### src/rtl/escalonador_robo_pkg.sv
// Shared definitions for the robot step scheduler: FSM encoding, orientations,
// grid defaults and the pose/sensor/command payloads.
package escalonador_robo_pkg;

    localparam int unsigned LIN_W = 4;
    localparam int unsigned COL_W = 5;
    localparam int unsigned ORI_W = 2;

    localparam int unsigned GRID_ROWS_DEF = 15;
    localparam int unsigned GRID_COLS_DEF = 20;

    localparam logic [ORI_W-1:0] ORI_N = 2'd0;
    localparam logic [ORI_W-1:0] ORI_E = 2'd1;
    localparam logic [ORI_W-1:0] ORI_S = 2'd2;
    localparam logic [ORI_W-1:0] ORI_W_ = 2'd3;

    typedef enum logic [2:0] {
        ST_IDLE  = 3'd0,
        ST_SENSE = 3'd1,
        ST_STEP  = 3'd2,
        ST_CMD   = 3'd3,
        ST_APPLY = 3'd4
    } estado_t;

    typedef struct packed {
        logic [LIN_W-1:0] linha;
        logic [COL_W-1:0] coluna;
        logic [ORI_W-1:0] ori;
    } pose_t;

    typedef struct packed {
        logic head;
        logic left;
        logic under;
        logic barrier;
    } sensores_t;

    // Clockwise quarter turn; W wraps back to N.
    function automatic logic [ORI_W-1:0] gira_horario(input logic [ORI_W-1:0] o);
        return ORI_W'(o + ORI_W'(1));
    endfunction

endpackage

### src/rtl/escalonador_robo_sync_borda.sv
// Two-flop synchronizer followed by an edge detector whose one-cycle pulse is
// registered; BORDA_SUBIDA selects rising (1) or falling (0) edge.
module sync_borda #(
    parameter bit BORDA_SUBIDA = 1'b1
) (
    input  logic clk,
    input  logic rst_n,
    input  logic dado_i,
    output logic pulso_o
);

    logic [1:0] sinc_q;
    logic       atraso_q;
    logic       pulso_q;
    logic       borda_c;

    always_comb begin
        borda_c = 1'b0;
        if (BORDA_SUBIDA) begin
            borda_c = sinc_q[1] & ~atraso_q;
        end else begin
            borda_c = ~sinc_q[1] & atraso_q;
        end
    end

    always_ff @(posedge clk or negedge rst_n) begin
        if (!rst_n) begin
            sinc_q   <= '0;
            atraso_q <= 1'b0;
            pulso_q  <= 1'b0;
        end else begin
            sinc_q   <= {sinc_q[0], dado_i};
            atraso_q <= sinc_q[1];
            pulso_q  <= borda_c;
        end
    end

    assign pulso_o = pulso_q;

endmodule

### src/rtl/escalonador_robo.sv
// Frame-synchronous robot step scheduler: sense, clock-enable, settle, apply.
// Optional macro ESCALONADOR_VBLANK_SYNC_EN: displayed pose only refreshes on a frame tick.
module escalonador_robo
    import escalonador_robo_pkg::*;
#(
    parameter int unsigned STEP_FRAMES   = 30,
    parameter int unsigned GRID_ROWS     = GRID_ROWS_DEF,
    parameter int unsigned GRID_COLS     = GRID_COLS_DEF,
    parameter int unsigned START_LIN     = 0,
    parameter int unsigned START_COL     = 0,
    parameter int unsigned START_ORI     = 1,
    parameter int unsigned SENSE_TIMEOUT = 255
) (
    input  logic             Clock50,
    input  logic             Reset,
    input  logic             v_sync,
    input  logic             modo_auto,
    input  logic             passo,
    output logic             sensor_req,
    input  logic             sensor_ack,
    input  logic             head,
    input  logic             left,
    input  logic             under,
    input  logic             barrier,
    output logic             robo_head,
    output logic             robo_left,
    output logic             robo_under,
    output logic             robo_barrier,
    output logic             robo_clk_en,
    input  logic             avancar,
    input  logic             girar,
    input  logic             remover,
    output logic             remover_req,
    output logic [LIN_W-1:0] linha,
    output logic [COL_W-1:0] coluna,
    output logic [ORI_W-1:0] orientacao,
    output logic             ocupado,
    output logic             erro_timeout
);

    localparam int unsigned FRAME_W = (STEP_FRAMES > 1) ? $clog2(STEP_FRAMES) : 1;
    localparam int unsigned TMO_W   = $clog2(SENSE_TIMEOUT + 1);

    localparam pose_t POSE_INI = '{
        linha:  LIN_W'(START_LIN),
        coluna: COL_W'(START_COL),
        ori:    ORI_W'(START_ORI)
    };

    logic tick_c;
    logic passo_borda_c;
    logic wrap_c;
    logic trig_c;

    logic [FRAME_W-1:0] frame_q, frame_d;
    logic [TMO_W-1:0]   tmo_q, tmo_d;
    estado_t            estado_q, estado_d;
    logic               pend_q, pend_d;
    pose_t              pose_q, pose_d;
    pose_t              mov_c;
    sensores_t          sens_q, sens_d;
    logic               erro_q, erro_d;
    logic               rem_q, rem_d;
    logic               req_q;
    logic               clk_en_q;
    logic               ocup_q;

    sync_borda #(
        .BORDA_SUBIDA(1'b0)
    ) u_sync_vsync (
        .clk    (Clock50),
        .rst_n  (Reset),
        .dado_i (v_sync),
        .pulso_o(tick_c)
    );

    sync_borda #(
        .BORDA_SUBIDA(1'b1)
    ) u_sync_passo (
        .clk    (Clock50),
        .rst_n  (Reset),
        .dado_i (passo),
        .pulso_o(passo_borda_c)
    );

    // Frame counter; the wrapping tick is the auto-mode trigger.
    always_comb begin
        frame_d = frame_q;
        wrap_c  = 1'b0;
        if (tick_c) begin
            if (frame_q == FRAME_W'(STEP_FRAMES - 1)) begin
                frame_d = '0;
                wrap_c  = 1'b1;
            end else begin
                frame_d = frame_q + FRAME_W'(1);
            end
        end
    end

    always_comb begin
        trig_c = 1'b0;
        if (modo_auto) begin
            trig_c = wrap_c;
        end else begin
            trig_c = passo_borda_c;
        end
    end

    // Candidate one-cell move; moves that would leave the grid keep the pose.
    always_comb begin
        mov_c = pose_q;
        case (pose_q.ori)
            ORI_N: begin
                if (pose_q.linha != '0) begin
                    mov_c.linha = pose_q.linha - LIN_W'(1);
                end
            end
            ORI_E: begin
                if ((32'(pose_q.coluna) + 32'd1) < GRID_COLS) begin
                    mov_c.coluna = pose_q.coluna + COL_W'(1);
                end
            end
            ORI_S: begin
                if ((32'(pose_q.linha) + 32'd1) < GRID_ROWS) begin
                    mov_c.linha = pose_q.linha + LIN_W'(1);
                end
            end
            default: begin
                if (pose_q.coluna != '0) begin
                    mov_c.coluna = pose_q.coluna - COL_W'(1);
                end
            end
        endcase
    end

    always_comb begin
        estado_d = estado_q;
        pend_d   = pend_q;
        tmo_d    = tmo_q;
        pose_d   = pose_q;
        sens_d   = sens_q;
        erro_d   = erro_q;
        rem_d    = 1'b0;

        // One-deep latch: a second trigger in the same busy period is lost.
        if (trig_c && (estado_q != ST_IDLE)) begin
            pend_d = 1'b1;
        end

        case (estado_q)
            ST_IDLE: begin
                if (trig_c || pend_q) begin
                    estado_d = ST_SENSE;
                    pend_d   = 1'b0;
                    tmo_d    = '0;
                end
            end
            ST_SENSE: begin
                if (sensor_ack) begin
                    sens_d   = '{head: head, left: left, under: under, barrier: barrier};
                    estado_d = ST_STEP;
                end else if (tmo_q == TMO_W'(SENSE_TIMEOUT - 1)) begin
                    erro_d   = 1'b1;
                    estado_d = ST_IDLE;
                end else begin
                    tmo_d = tmo_q + TMO_W'(1);
                end
            end
            ST_STEP: begin
                estado_d = ST_CMD;
            end
            ST_CMD: begin
                estado_d = ST_APPLY;
            end
            ST_APPLY: begin
                estado_d = ST_IDLE;
                if (remover) begin
                    rem_d = 1'b1;
                end else if (girar) begin
                    pose_d.ori = gira_horario(pose_q.ori);
                end else if (avancar) begin
                    pose_d = mov_c;
                end
            end
            default: begin
                estado_d = ST_IDLE;
            end
        endcase
    end

    always_ff @(posedge Clock50 or negedge Reset) begin
        if (!Reset) begin
            estado_q <= ST_IDLE;
            frame_q  <= '0;
            tmo_q    <= '0;
            pend_q   <= 1'b0;
            pose_q   <= POSE_INI;
            sens_q   <= '0;
            erro_q   <= 1'b0;
            rem_q    <= 1'b0;
            req_q    <= 1'b0;
            clk_en_q <= 1'b0;
            ocup_q   <= 1'b0;
        end else begin
            estado_q <= estado_d;
            frame_q  <= frame_d;
            tmo_q    <= tmo_d;
            pend_q   <= pend_d;
            pose_q   <= pose_d;
            sens_q   <= sens_d;
            erro_q   <= erro_d;
            rem_q    <= rem_d;
            req_q    <= (estado_d == ST_SENSE);
            clk_en_q <= (estado_d == ST_STEP);
            ocup_q   <= (estado_d != ST_IDLE);
        end
    end

    assign sensor_req   = req_q;
    assign robo_clk_en  = clk_en_q;
    assign remover_req  = rem_q;
    assign ocupado      = ocup_q;
    assign erro_timeout = erro_q;
    assign robo_head    = sens_q.head;
    assign robo_left    = sens_q.left;
    assign robo_under   = sens_q.under;
    assign robo_barrier = sens_q.barrier;

`ifdef ESCALONADOR_VBLANK_SYNC_EN
    // Display copy of the pose, refreshed only at vertical blank.
    pose_t vis_q;

    always_ff @(posedge Clock50 or negedge Reset) begin
        if (!Reset) begin
            vis_q <= POSE_INI;
        end else if (tick_c) begin
            vis_q <= pose_q;
        end
    end

    assign linha      = vis_q.linha;
    assign coluna     = vis_q.coluna;
    assign orientacao = vis_q.ori;
`else
    assign linha      = pose_q.linha;
    assign coluna     = pose_q.coluna;
    assign orientacao = pose_q.ori;
`endif

endmodule

### config.mk
export PLATFORM = sky130hd
export DESIGN_NAME = escalonador_robo
export DESIGN_NICKNAME = d
export VERILOG_FILES = /design/src/rtl/escalonador_robo_pkg.sv /design/src/rtl/escalonador_robo_sync_borda.sv /design/src/rtl/escalonador_robo.sv
export SDC_FILE = /design/constraint.sdc
export NUM_CORES = 1
export LEC_CHECK = 0
export CAP_MARGIN = 20
export CORE_ASPECT_RATIO = 0.7
export CORE_MARGIN = 8
export CORE_UTILIZATION = 29
export DETAILED_ROUTE_END_ITERATION = 8
export GPL_TIMING_DRIVEN = 0
export PLACE_DENSITY_LB_ADDON = 0.3
export SLEW_MARGIN = 20
export SYNTH_ARGS = -nofsm -noshare
export SYNTH_HDL_FRONTEND = slang
export SYNTH_SLANG_ARGS = --single-unit
### constraint.sdc
create_clock -name Clock50 -period 2.9 [get_ports Clock50]
set_clock_uncertainty 0.05 [all_clocks]
set_input_delay 0.29 -clock Clock50 [delete_from_list [all_inputs] [get_ports Clock50]]
set_output_delay 0.29 -clock Clock50 [all_outputs]
set_load 0.1 [all_outputs]
==> Flow_metrics.wiki <==
{| class="wikitable"
! Metric !! Value
|-
| Synthesized instance count || 195
|-
| Effective utilization at floorplan || 0.296
|-
| First-pass GRT wire length || 7770 um
|-
| Number of vias after detailed routing || 1582
|-
| Commonest cells after routing, fill and taps aside || sky130_fd_sc_hd__dfrtp_1 (44), sky130_fd_sc_hd__clkdlybuf4s50_1 (31), sky130_fd_sc_hd__ha_1 (14)
|-
| Beginning of the worst hold path || u_sync_vsync.sinc_q[0]$_DFF_PN0_
|-
| Relative slew slack || 0.323
|-
| Number of optimization iterations in the first detailed-route pass || 5
|-
| H-Tree Depth || 2
|-
| Core footprint || 7800 um^2
|-
| Worst r2r dst || coluna[4]$_DFFE_PN0P_
|-
| Post-synth top area share || 0.477
|-
| Floorplan row count || 27
|-
| Worst Hold Margin || 0.297 ns
|-
| Floorplan die area || 11100 um^2
|-
| Number of I/O port buffers || 32
|-
| Required @ worst endpoint || 3.06 ns
|-
| Core utilization of the finished layout || 0.381
|-
| Setup slack of the worst register-to-register path || 0.26 ns
|-
| Share of power burned in registers || 0.287
|-
| Root Buffer Master || sky130_fd_sc_hd__clkbuf_16
|-
| Transition time at the pin with the least slew margin || 1.01 ns
|-
| Part of the Yosys area used for sequential elements || 0.488
|-
| Part of the power in combinational logic || 0.490
|-
| Number of enable flip-flop cells after synthesis || 0
|-
| Post-route minimum period || 2.64 ns
|-
| Leading cell type in the layout, fill and taps excluded || sky130_fd_sc_hd__dfrtp_1
|-
| Mean instance size in the synthesized netlist || 11.8 um^2
|-
| Outcome || finished, final reports clean
|-
| Maximum number of pins on one net before global-route repair || 26
|-
| Worst min-delay path category || reg2reg
|-
| Number of DRC markers after the initial detailed-route iteration || 104
|-
| Die boundary height || 90.6 um
|-
| DR WL/cell || 13.4 um
|-
| Share of total power in the clock network || 0.222
|-
| Sw Share || 0.451
|-
| Number of library cell types mapped by synthesis || 46
|-
| Quantity of gates resized following cts || 0
|-
| Die Span X || 123 um
|-
| Cell-by-cell trace of the critical path || ha_1 > inv_1 > fa_1 > and3_1 > or3_1 > a2111oi_4 > xor2_1
|-
| Endpoint kind of the worst setup timing path || flop
|-
| Slowest library cell on the worst path || sky130_fd_sc_hd__dfstp_2
|-
| Clock slew at reported path FFs || 0.06 ns
|-
| Clock latency on the worst-skew pair || 0.28 ns
|-
| Global routing usage on met2 || 0.121
|-
| Vias in the first global route || 1603
|-
| Net Sw Power || 1.47 mW
|-
| Number of antenna-violating nets in the routed design || 0
|-
| Final setup TNS || 0 ns
|-
| Total internal power || 1.79 mW
|-
| Static Leakage || 1.32 nW
|-
| Final clock period utilization by the worst path || 0.911
|-
| Clock Sink Count || 45
|-
| Hold Path Cell Cnt || 0
|-
| Hold violation total from the final report || 0
|-
| Overflow after GRT || 0
|-
| Number of synthesized register bits || 45
|-
| Global-route track usage on met1 || 0.119
|-
| Element type at the critical path start || flop
|-
| Critical path peak fanout || 5
|-
| TritonCTS clock tree || yes
|-
| Total setup violations reported at the end of the flow || 0
|-
| Arrival time reported for the critical path endpoint || 2.80 ns
|-
| Net count after synthesis || 224
|-
| Antenna violations before repair || 0
|-
| Fraction of met3 tracks used by global routing || 0.0319
|-
| Total routing usage reported by global routing || 0.0870
|-
| Gpl congestion || 0.700
|-
| Worst hold path endpoint || u_sync_vsync.sinc_q[1]$_DFF_PN0_
|-
| Most Crowded Layer GR || met2
|-
| Number of buffers between clock root and the deepest sink || 2
|-
| Estimated wirelength of the detail-placed design || 3370 um
|-
| Library cell with the largest summed area after synthesis || sky130_fd_sc_hd__dfrtp_1
|-
| Count of pins over their slew limit || 0
|-
| Power density relative to cell area || 1100 nW/um^2
|-
| Residual DRC || 0
|-
| Synth warn || 0
|-
| Area Growth Syn to Fin || 28.7%
|-
| Worst r2r src || orientacao[0]$_DFFE_PN1P_
|-
| Proportion of layout cells with a drive suffix above 1 || 0.143
|-
| Proportion of synthesized flip-flops having asynchronous set or reset || 1.00
|-
| Aggregate routed wire length || 4540 um
|-
| IO Pins || 33
|-
| Highest clock frequency the design can meet || 379 MHz
|-
| Clock buffer count from CTS || 5
|-
| Top cells by area in the synthesized netlist || sky130_fd_sc_hd__dfrtp_1 (48%), sky130_fd_sc_hd__ha_1 (7.6%), sky130_fd_sc_hd__mux2_2 (5.4%)
|-
| Final total power || 3.27 mW
|-
| Prevailing post-synth register cell || sky130_fd_sc_hd__dfrtp_1
|-
| Peak per-stage delay on the critical path || 0.57 ns
|-
| Net total in the final layout || 265
|-
| Mapped Area || 2310 um^2
|-
| Largest voltage drop on the vdd net || 0.000798 V
|-
| Via-per-instance ratio || 4.68
|-
| Setup repair after global routing missed its margin || no
|-
| Antenna cell count || 0
|-
| Count of maximum capacitance violations || 0
|-
| Crit Path Class || reg2reg
|-
| Cell depth of the worst flop-to-flop path || 7
|}
-- layout make-up --
| class | instances | area (um^2) |
|---|---|---|
| fillers | 732 | 4830 |
| flip-flops and latches | 45 | 1130 |
| well taps | 101 | 126 |
| clock buffers | 5 | 125 |
| plain buffers | 5 | 28.8 |
| clock inverters | 3 | 65.1 |
| repair buffers | 34 | 345 |
| inverters | 12 | 45.0 |
| multi-input cells | 133 | 1110 |
-- metrics by stage --
stage / cells / worst slack (ns) / instance area, um^2
floorplan: 195 / 0.108 / 2310
global placement: 328 / 0.181 / 2760
detailed placement: 329 / 0.287 / 2770
CTS: 338 / 0.252 / 2970
global route: 338 / 0.116 / 2970
finish: 338 / 0.258 / 2970
-- cell usage after synthesis (3+ instances only) --
master,instances
sky130_fd_sc_hd__nor2b_1,6
sky130_fd_sc_hd__xor2_1,6
sky130_fd_sc_hd__and2_1,3
sky130_fd_sc_hd__inv_1,12
sky130_fd_sc_hd__xnor2_1,4
sky130_fd_sc_hd__or3_1,6
sky130_fd_sc_hd__o21ai_0,12
sky130_fd_sc_hd__nand2_1,12
sky130_fd_sc_hd__ha_1,14
sky130_fd_sc_hd__mux2_2,11
sky130_fd_sc_hd__and3_1,4
sky130_fd_sc_hd__nand3_1,5
sky130_fd_sc_hd__a21o_1,4
sky130_fd_sc_hd__a21oi_1,8
sky130_fd_sc_hd__dfrtp_1,44
sky130_fd_sc_hd__nor2_1,4
-- sequential cells by signal (all words and copies together) (netlist names), 2 cells and up --
signal,count
coluna,5
estado_q,3
frame_q,5
linha,4
orientacao,2
tmo_q,8
u_sync_passo.sinc_q,2
u_sync_vsync.sinc_q,2
-- per-layer routing --
metal  up-vias  part of all wire
li1        785                 -
met5         -                 0
met1       755              0.50
met3         4             0.063
met2        38              0.42
met4         0             0.013
-- power by group through the flow --
stage | Clock, mW | Sequential, mW | Combinational, mW
6_report | 0.727 | 0.937 | 1.60
5_1_grt | 0.767 | 0.970 | 1.73
4_1_cts | 0.742 | 0.941 | 1.61
3_5_place_dp | 0 | 0.949 | 1.61
3_3_place_gp | 0 | 0.945 | 1.58
2_1_floorplan | 0 | 1.46 | 0.727
-- how the worst max path moves through the flow --
stage / slack [ns] / from / endpoint
2_1_floorplan: 0.11 / linha[0]$_DFFE_PN0P_ / linha[1]$_DFFE_PN0P_
3_3_place_gp: 0.18 / Reset / linha[1]$_DFFE_PN0P_
3_5_place_dp: 0.29 / orientacao[0]$_DFFE_PN1P_ / coluna[4]$_DFFE_PN0P_
4_1_cts: 0.25 / orientacao[0]$_DFFE_PN1P_ / coluna[4]$_DFFE_PN0P_
5_1_grt: 0.12 / orientacao[0]$_DFFE_PN1P_ / coluna[4]$_DFFE_PN0P_
6_report: 0.26 / orientacao[0]$_DFFE_PN1P_ / coluna[4]$_DFFE_PN0P_
-- cells by family after synthesis --
family,share of synthesized area
muxes,0.0580
xor gates and xnor gates,0.0379
and+or+nand+nor,0.159
adders and majority gates,0.0976
DFF,0.488
AOI/OAI and AO/OA,0.127
buffers and inverters,0.0320
-- timing repair --
item / in CTS / in global routing
buffers inserted: 0 / 0
hold buffers: 1 / 0
endpoints found under the hold margin: 19 / 0
-- critical path: cells and delay by family (launching register included) --
family	cells	cell delay, ns
flip-flops	1	0.57
XOR/XNOR	1	0.16
AND/OR/NAND/NOR	2	0.58
AO/OA/AOI/OAI	1	0.37
adder cells (fa/ha/maj)	2	0.70
buffers and inverters	1	0.15
Note: power is estimated with default switching activity, not from simulation.
